## src/rtl/mont_final_sub.sv

```systemverilog
`default_nettype none
// ============================================================================
// Module      : mont_final_sub
// Description : Final conditional subtraction of a Montgomery multiplier.
//               Computes R = (T >= M) ? T - M : T with a limb-serial
//               subtractor (one LIMB_W-bit limb per cycle, LSB limb first),
//               then selects D or T from the final borrow.
// Revision    : 1.0 - initial release
// ----------------------------------------------------------------------------
// Parameters
//   LIMB_W   : datapath limb width in bits (32, 64 or 128)
// Ports
//   clk      : in  rising-edge clock
//   resetn   : in  asynchronous active-low reset
//   start    : in  single-cycle request, accepted only when idle
//   in_t     : in  [514:0] upstream sum T (carry at bit 514)
//   in_m     : in  [513:0] modulus M
//   result   : out [513:0] reduced value R, held between done pulses
//   done     : out one-cycle completion pulse
//   busy     : out high while an operation is in flight
// Build option
//   MONT_FINAL_SUB_REG_OUT_EN : when defined, result and done pass through
//   one more register stage (latency NLIMBS+3 instead of NLIMBS+2).
// ============================================================================
module mont_final_sub #(
    parameter int LIMB_W = 64
) (
    input  logic         clk,
    input  logic         resetn,
    input  logic         start,
    input  logic [514:0] in_t,
    input  logic [513:0] in_m,
    output logic [513:0] result,
    output logic         done,
    output logic         busy
);

    localparam int NLIMBS = (515 + LIMB_W - 1) / LIMB_W;
    localparam int PAD_W  = NLIMBS * LIMB_W;
    localparam int CNT_W  = $clog2(NLIMBS + 1);
    localparam logic [CNT_W-1:0] LAST_LIMB = CNT_W'(NLIMBS - 1);

`ifdef MONT_FINAL_SUB_REG_OUT_EN
    localparam bit REG_OUT = 1'b1;
`else
    localparam bit REG_OUT = 1'b0;
`endif

    typedef enum logic [1:0] {
        IDLE = 2'd0,
        SUB  = 2'd1,
        SEL  = 2'd2,
        DONE = 2'd3
    } state_t;

    state_t             state_q, state_d;
    logic [PAD_W-1:0]   t_q, t_d;
    logic [PAD_W-1:0]   m_q, m_d;
    logic [PAD_W-1:0]   diff_q, diff_d;
    logic               borrow_q, borrow_d;
    logic [CNT_W-1:0]   cnt_q, cnt_d;
    logic [513:0]       res_q, res_d;
    logic               done_q, done_d;
    logic               busy_q, busy_d;

    logic [LIMB_W-1:0]  t_limb;
    logic [LIMB_W-1:0]  m_limb;
    logic [LIMB_W:0]    sub_limb;
    logic               accept;
    int                 limb_base;

    // A start arriving in the done cycle (or while the optional output
    // stage still holds a pending result) is dropped, not queued.
    assign accept = (state_q == IDLE) && start && !busy_q && !done;

    always_comb begin
        state_d   = state_q;
        t_d       = t_q;
        m_d       = m_q;
        diff_d    = diff_q;
        borrow_d  = borrow_q;
        cnt_d     = cnt_q;
        res_d     = res_q;

        limb_base = int'(cnt_q) * LIMB_W;
        t_limb    = t_q[limb_base +: LIMB_W];
        m_limb    = m_q[limb_base +: LIMB_W];
        // Extra MSB of the limb difference is the borrow out of this limb.
        sub_limb  = {1'b0, t_limb} - {1'b0, m_limb} - {{LIMB_W{1'b0}}, borrow_q};

        case (state_q)
            IDLE: begin
                if (accept) begin
                    t_d      = {{(PAD_W-515){1'b0}}, in_t};
                    m_d      = {{(PAD_W-514){1'b0}}, in_m};
                    borrow_d = 1'b0;
                    cnt_d    = '0;
                    state_d  = SUB;
                end
            end
            SUB: begin
                // Difference limbs enter from the top; after NLIMBS shifts
                // limb 0 sits at the bottom of diff_q.
                diff_d   = {sub_limb[LIMB_W-1:0], diff_q[PAD_W-1:LIMB_W]};
                borrow_d = sub_limb[LIMB_W];
                if (cnt_q == LAST_LIMB) begin
                    cnt_d   = '0;
                    state_d = SEL;
                end else begin
                    cnt_d   = cnt_q + 1'b1;
                end
            end
            SEL: begin
                // Final borrow set means T < M: keep T. Bits above 513 of
                // the difference are discarded here.
                res_d   = borrow_q ? t_q[513:0] : diff_q[513:0];
                state_d = DONE;
            end
            DONE: begin
                state_d = IDLE;
            end
            default: begin
                state_d = IDLE;
            end
        endcase

        done_d = (state_q == DONE);
        // With the output stage, busy also covers the cycle in which the
        // result is still travelling through it.
        busy_d = (state_d != IDLE) || (REG_OUT && done_d);
    end

    always_ff @(posedge clk or negedge resetn) begin
        if (!resetn) begin
            state_q  <= IDLE;
            t_q      <= '0;
            m_q      <= '0;
            diff_q   <= '0;
            borrow_q <= 1'b0;
            cnt_q    <= '0;
            res_q    <= '0;
            done_q   <= 1'b0;
            busy_q   <= 1'b0;
        end else begin
            state_q  <= state_d;
            t_q      <= t_d;
            m_q      <= m_d;
            diff_q   <= diff_d;
            borrow_q <= borrow_d;
            cnt_q    <= cnt_d;
            res_q    <= res_d;
            done_q   <= done_d;
            busy_q   <= busy_d;
        end
    end

`ifdef MONT_FINAL_SUB_REG_OUT_EN
    logic [513:0] res_out_q;
    logic         done_out_q;

    always_ff @(posedge clk or negedge resetn) begin
        if (!resetn) begin
            res_out_q  <= '0;
            done_out_q <= 1'b0;
        end else begin
            res_out_q  <= res_q;
            done_out_q <= done_q;
        end
    end

    assign result = res_out_q;
    assign done   = done_out_q;
`else
    assign result = res_q;
    assign done   = done_q;
`endif

    assign busy = busy_q;

endmodule
`default_nettype wire

```

## config.mk

```make
export PLATFORM = sky130hd
export DESIGN_NAME = mont_final_sub
export DESIGN_NICKNAME = d
export VERILOG_FILES = /design/src/rtl/mont_final_sub.sv
export SDC_FILE = /design/constraint.sdc
export NUM_CORES = 2
export LEC_CHECK = 0
export BUFFER_PORTS_ARGS = -buffer_cell sky130_fd_sc_hd__clkbuf_2
export CAP_MARGIN = 20
export CORE_AREA = 2 2 611 613
export CTS_CLUSTER_SIZE = 40
export DETAILED_ROUTE_END_ITERATION = 10
export DIE_AREA = 0 0 613 615
export PLACE_DENSITY = 0.4
export SYNTH_ARGS = -nofsm -noshare
export SYNTH_HDL_FRONTEND = slang
export SYNTH_SLANG_ARGS = --single-unit
```

## constraint.sdc

```tcl
create_clock -name clk -period 6.2 [get_ports clk]
set_clock_uncertainty 0.2 [all_clocks]
set_input_delay 1.24 -clock clk [delete_from_list [all_inputs] [get_ports clk]]
set_output_delay 1.24 -clock clk [all_outputs]
set_load 0.02 [all_outputs]
```

==> results by group <==
Yosys
  – Seq/Total Area, Yosys: 55.5%
  – Ys Warns: 0
  – Syn avg cell area: 9.29 um2
  – Syn Std Cell Area: 0.0960 mm2
  – Top FF cell, synth: dfrtp_1
  – Synth unique cells: 66
  – Number of cells produced by synthesis: 10332
  – Number of synthesized flops with an enable pin: 0
  – FFs w/ async S/R, synth: 100%
  – Flops & latches, synth: 2128
  – Syn_nets: 11492

Min path
  – Min-Delay Path Class: primary input to async pin

Layout
  – Multi-input combinational cell area: 0.0399 mm2
  – Fill cells: 39139
  – Share of cells above drive strength 1: 20.7%
  – Final Util: 32.0%
  – Synthesis-to-finish area growth: 23.6%
  – Reg area: 0.0533 mm2
  – Final nets: 12846
  – Design Area, Final: 0.119 mm2

Floorplanning
  – Ports: 1548
  – DIE AREA: 0.377 mm2
  – Starting Density: 25.9%
  – DIE WIDTH: 613 um
  – Core Area: 0.371 mm2
  – DIE HEIGHT: 615 um
  – Row count: 224

Job
  – MaxCap Viol Count: 0

Clock tree
  – H-Tree Level Count: 5
  – CTS sink cnt: 2128
  – Root Buffer: clkbuf_16
  – CTS Buf Count: 271
  – Clock-pin slew on the worst setup and hold paths: 0.06 ns
  – Clock latency on the worst-skew pair: 0.91 ns
  – Clk buf depth: 4
  – Setup Buffers After CTS: 0
  – CTS tree: built

Placed design
  – Hpwl dp: 358 mm
  – Port Buffers: 1547
  – Placed cell areas: 0.110 mm2
  – Placer Congestion: 0.919

Critical path
  – Path depth of the worst reg2reg path: 17
  – CP Capture Type: register
  – CP Class: register to register
  – Required time of the critical path: 6.74 ns
  – FF-to-FF setup slack: 0.08 ns
  – Buffers & Inverters on Critical Path: 3
  – CP startpoint kind: register
  – Largest delay contributor family on the critical path: compound AO/OA/AOI/OAI gates
  – Max stage delay on crit path: 0.69 ns
  – Crit-path max FO: 34
  – R2r startpoint: cnt_q[0]
  – RR Endpoint: diff_q[575]
  – Worst path cell trace: buf_12, mux4_2, mux2i_1, or2_2, ha_1, inv_1, ha_1, a21oi_1, o21ai_0, a22oi_1, a21oi_1, a2111o_2, a31oi_1, o21ai_0, buf_4, a21o_1, a221o_1
  – Slowest-stage cell, CP: mux4_2
  – Crit path arrival time: 6.66 ns

Timing
  – Slew @ Worst Pin: 1.41 ns
  – Unrepaired setup endpoints after global routing: false
  – WHS: 0.155 ns
  – Tmin final: 6.12 ns
  – Final setup vio count: 0
  – Fmax: 163 MHz
  – Hold Violations, Final: 0
  – Relative slew slack: 5.72%
  – Setup TNS: 0 ns
  – Pins Over Slew Limit: 0
  – Fin crit share: 98.6%

Route
  – Via count: 79600
  – Avg WL per Cell: 27.8 um
  – 1st-iter DRT viols: 6038
  – Vias per std cell: 4.72
  – Post-route DRC: 0
  – DR pass1 iterations: 6
  – Post-Route WL: 469 mm
  – Post-DRT Antenna Nets: 0

Global route
  – Antenna violations before repair: 90
  – Largest net degree at the start of global routing: 208
  – Vias in the first global route: 81727
  – First-pass GRT wire length: 654 mm
  – Total grt overflow: 0
  – GRT Util Overall: 24.4%

Power
  – P_leak: 61.9 nW
  – Peak supply drop: 0.000481 V
  – Design Power: 0.0901 W
  – Pwr Density: 759 mW/mm2

Run status
  – Status: finished clean
## per-stage QoR
stage / instances / setup slack, ns
after global routing: 16868 / 0.0197
after floorplan: 10332 / 0.984
after detailed placement: 16383 / 0.0387
final: 16880 / 0.0837
after global placement: 16383 / 0.0645
after CTS: 16847 / 0.000381
## kinds of logic after synthesis
| group | after synthesis | share of synthesized area [%] |
|---|---|---|
| AOI/OAI and AO/OA | 811 | 4.61 |
| xor gates and xnor gates | 49 | 0.447 |
| DFF | 2128 | 55.5 |
| buffers and inverters | 783 | 3.07 |
| adders and majority gates | 128 | 1.68 |
| muxes | 902 | 12.7 |
| and+or+nand+nor | 5531 | 22.0 |
## registers in the layout (all words and copies together) (netlist names)
name,cells
state_q,2
busy,1
borrow_q,1
result,514
cnt_q,4
t_q,515
done,1
m_q,514
diff_q,576
## per-layer routing
metal	global-route usage [%]	part of all wire [%]	vias up
li1	-	-	36125
met1	32.9	44	40270
met2	38.4	46	2590
met3	3.73	5.3	601
met4	10.7	4.9	14
met5	0	0.017	-
## worst max-delay path by stage
stage               startpoint           to  slack [ns]  cells past startpoint
finish                cnt_q[0]  diff_q[575]        0.08                     17
global route          cnt_q[0]  diff_q[575]        0.02                     17
CTS                   cnt_q[0]  diff_q[560]      0.0004                     18
detailed placement    cnt_q[0]  diff_q[560]        0.04                     18
global placement      cnt_q[0]  diff_q[560]        0.06                     18
floorplan             cnt_q[0]  diff_q[568]        0.98                     18
## repair_timing
action | 4_1_cts | 5_1_grt
hold buffers | 0 | 0
resized for setup | 0 | 2
hold endpoints to repair | 0 | 0
setup endpoints to repair | 0 | 2
## cells in the mapped netlist (21+ instances only)
master	number	area, um2
ha_1	126	1580
mux4_2	254	5720
inv_1	146	548
a21oi_1	82	410
xnor2_1	25	219
buf_1	49	184
nand2_1	5259	19700
or2_2	62	388
clkbuf_1	585	2200
xor2_1	24	210
nand4_1	21	131
dfrtp_1	2128	53300
mux2i_1	646	6470
o21ai_0	606	3030
nor2_1	124	465
## cell usage in the layout, fill, tap and decap left out, types with 7 or more instances in the layout
| master | n |
|---|---|
| nand2_1 | 5259 |
| dfrtp_1 | 2123 |
| clkbuf_2 | 1546 |
| mux2i_1 | 646 |
| o21ai_0 | 605 |
| clkbuf_16 | 275 |
| mux4_2 | 254 |
| inv_1 | 146 |
| ha_1 | 126 |
| nor2_1 | 124 |
| buf_4 | 114 |
| a21oi_1 | 82 |
| or2_2 | 62 |
| clkbuf_1 | 61 |
| buf_12 | 56 |
| clkbuf_8 | 54 |
| diode_2 | 31 |
| xnor2_1 | 25 |
| clkinv_2 | 25 |
| xor2_1 | 24 |
| nand4_1 | 21 |
| a21o_1 | 18 |
| bufinv_16 | 17 |
| a31oi_1 | 15 |
| o21bai_1 | 15 |
| nand3_1 | 14 |
| inv_6 | 11 |
| nand2b_1 | 10 |
| o211ai_1 | 10 |
| nor3_1 | 7 |
| o2111ai_1 | 7 |
| clkinv_8 | 7 |
## worst register-to-register path, delay by kind of cell (launching register included)
kind            cells  cell delay (ns)
compound gates      9             2.65
fa+ha+maj           2             0.51
buf+inv             3             0.53
flops               1             0.44
mux                 2             1.40
simple gates        1             0.24
## power by group
group          leakage [nW]  internal, W  switching (W)
clock                  4.35      0.00954        0.00660
sequential             26.6       0.0205        0.00625
combinational          31.0       0.0169         0.0303
total                  61.9       0.0469         0.0432
## layout make-up
type	count	share of cell area [%]
sequential	2128	44.9
timing repair buffer	1718	8.23
clock buffer	390	6.62
inverter	146	0.462
tap	4972	5.24
clock inverter	74	0.866
multi-input combinational	7421	33.6
antenna	31	0.0654
Note: power is estimated with default switching activity, not from simulation.
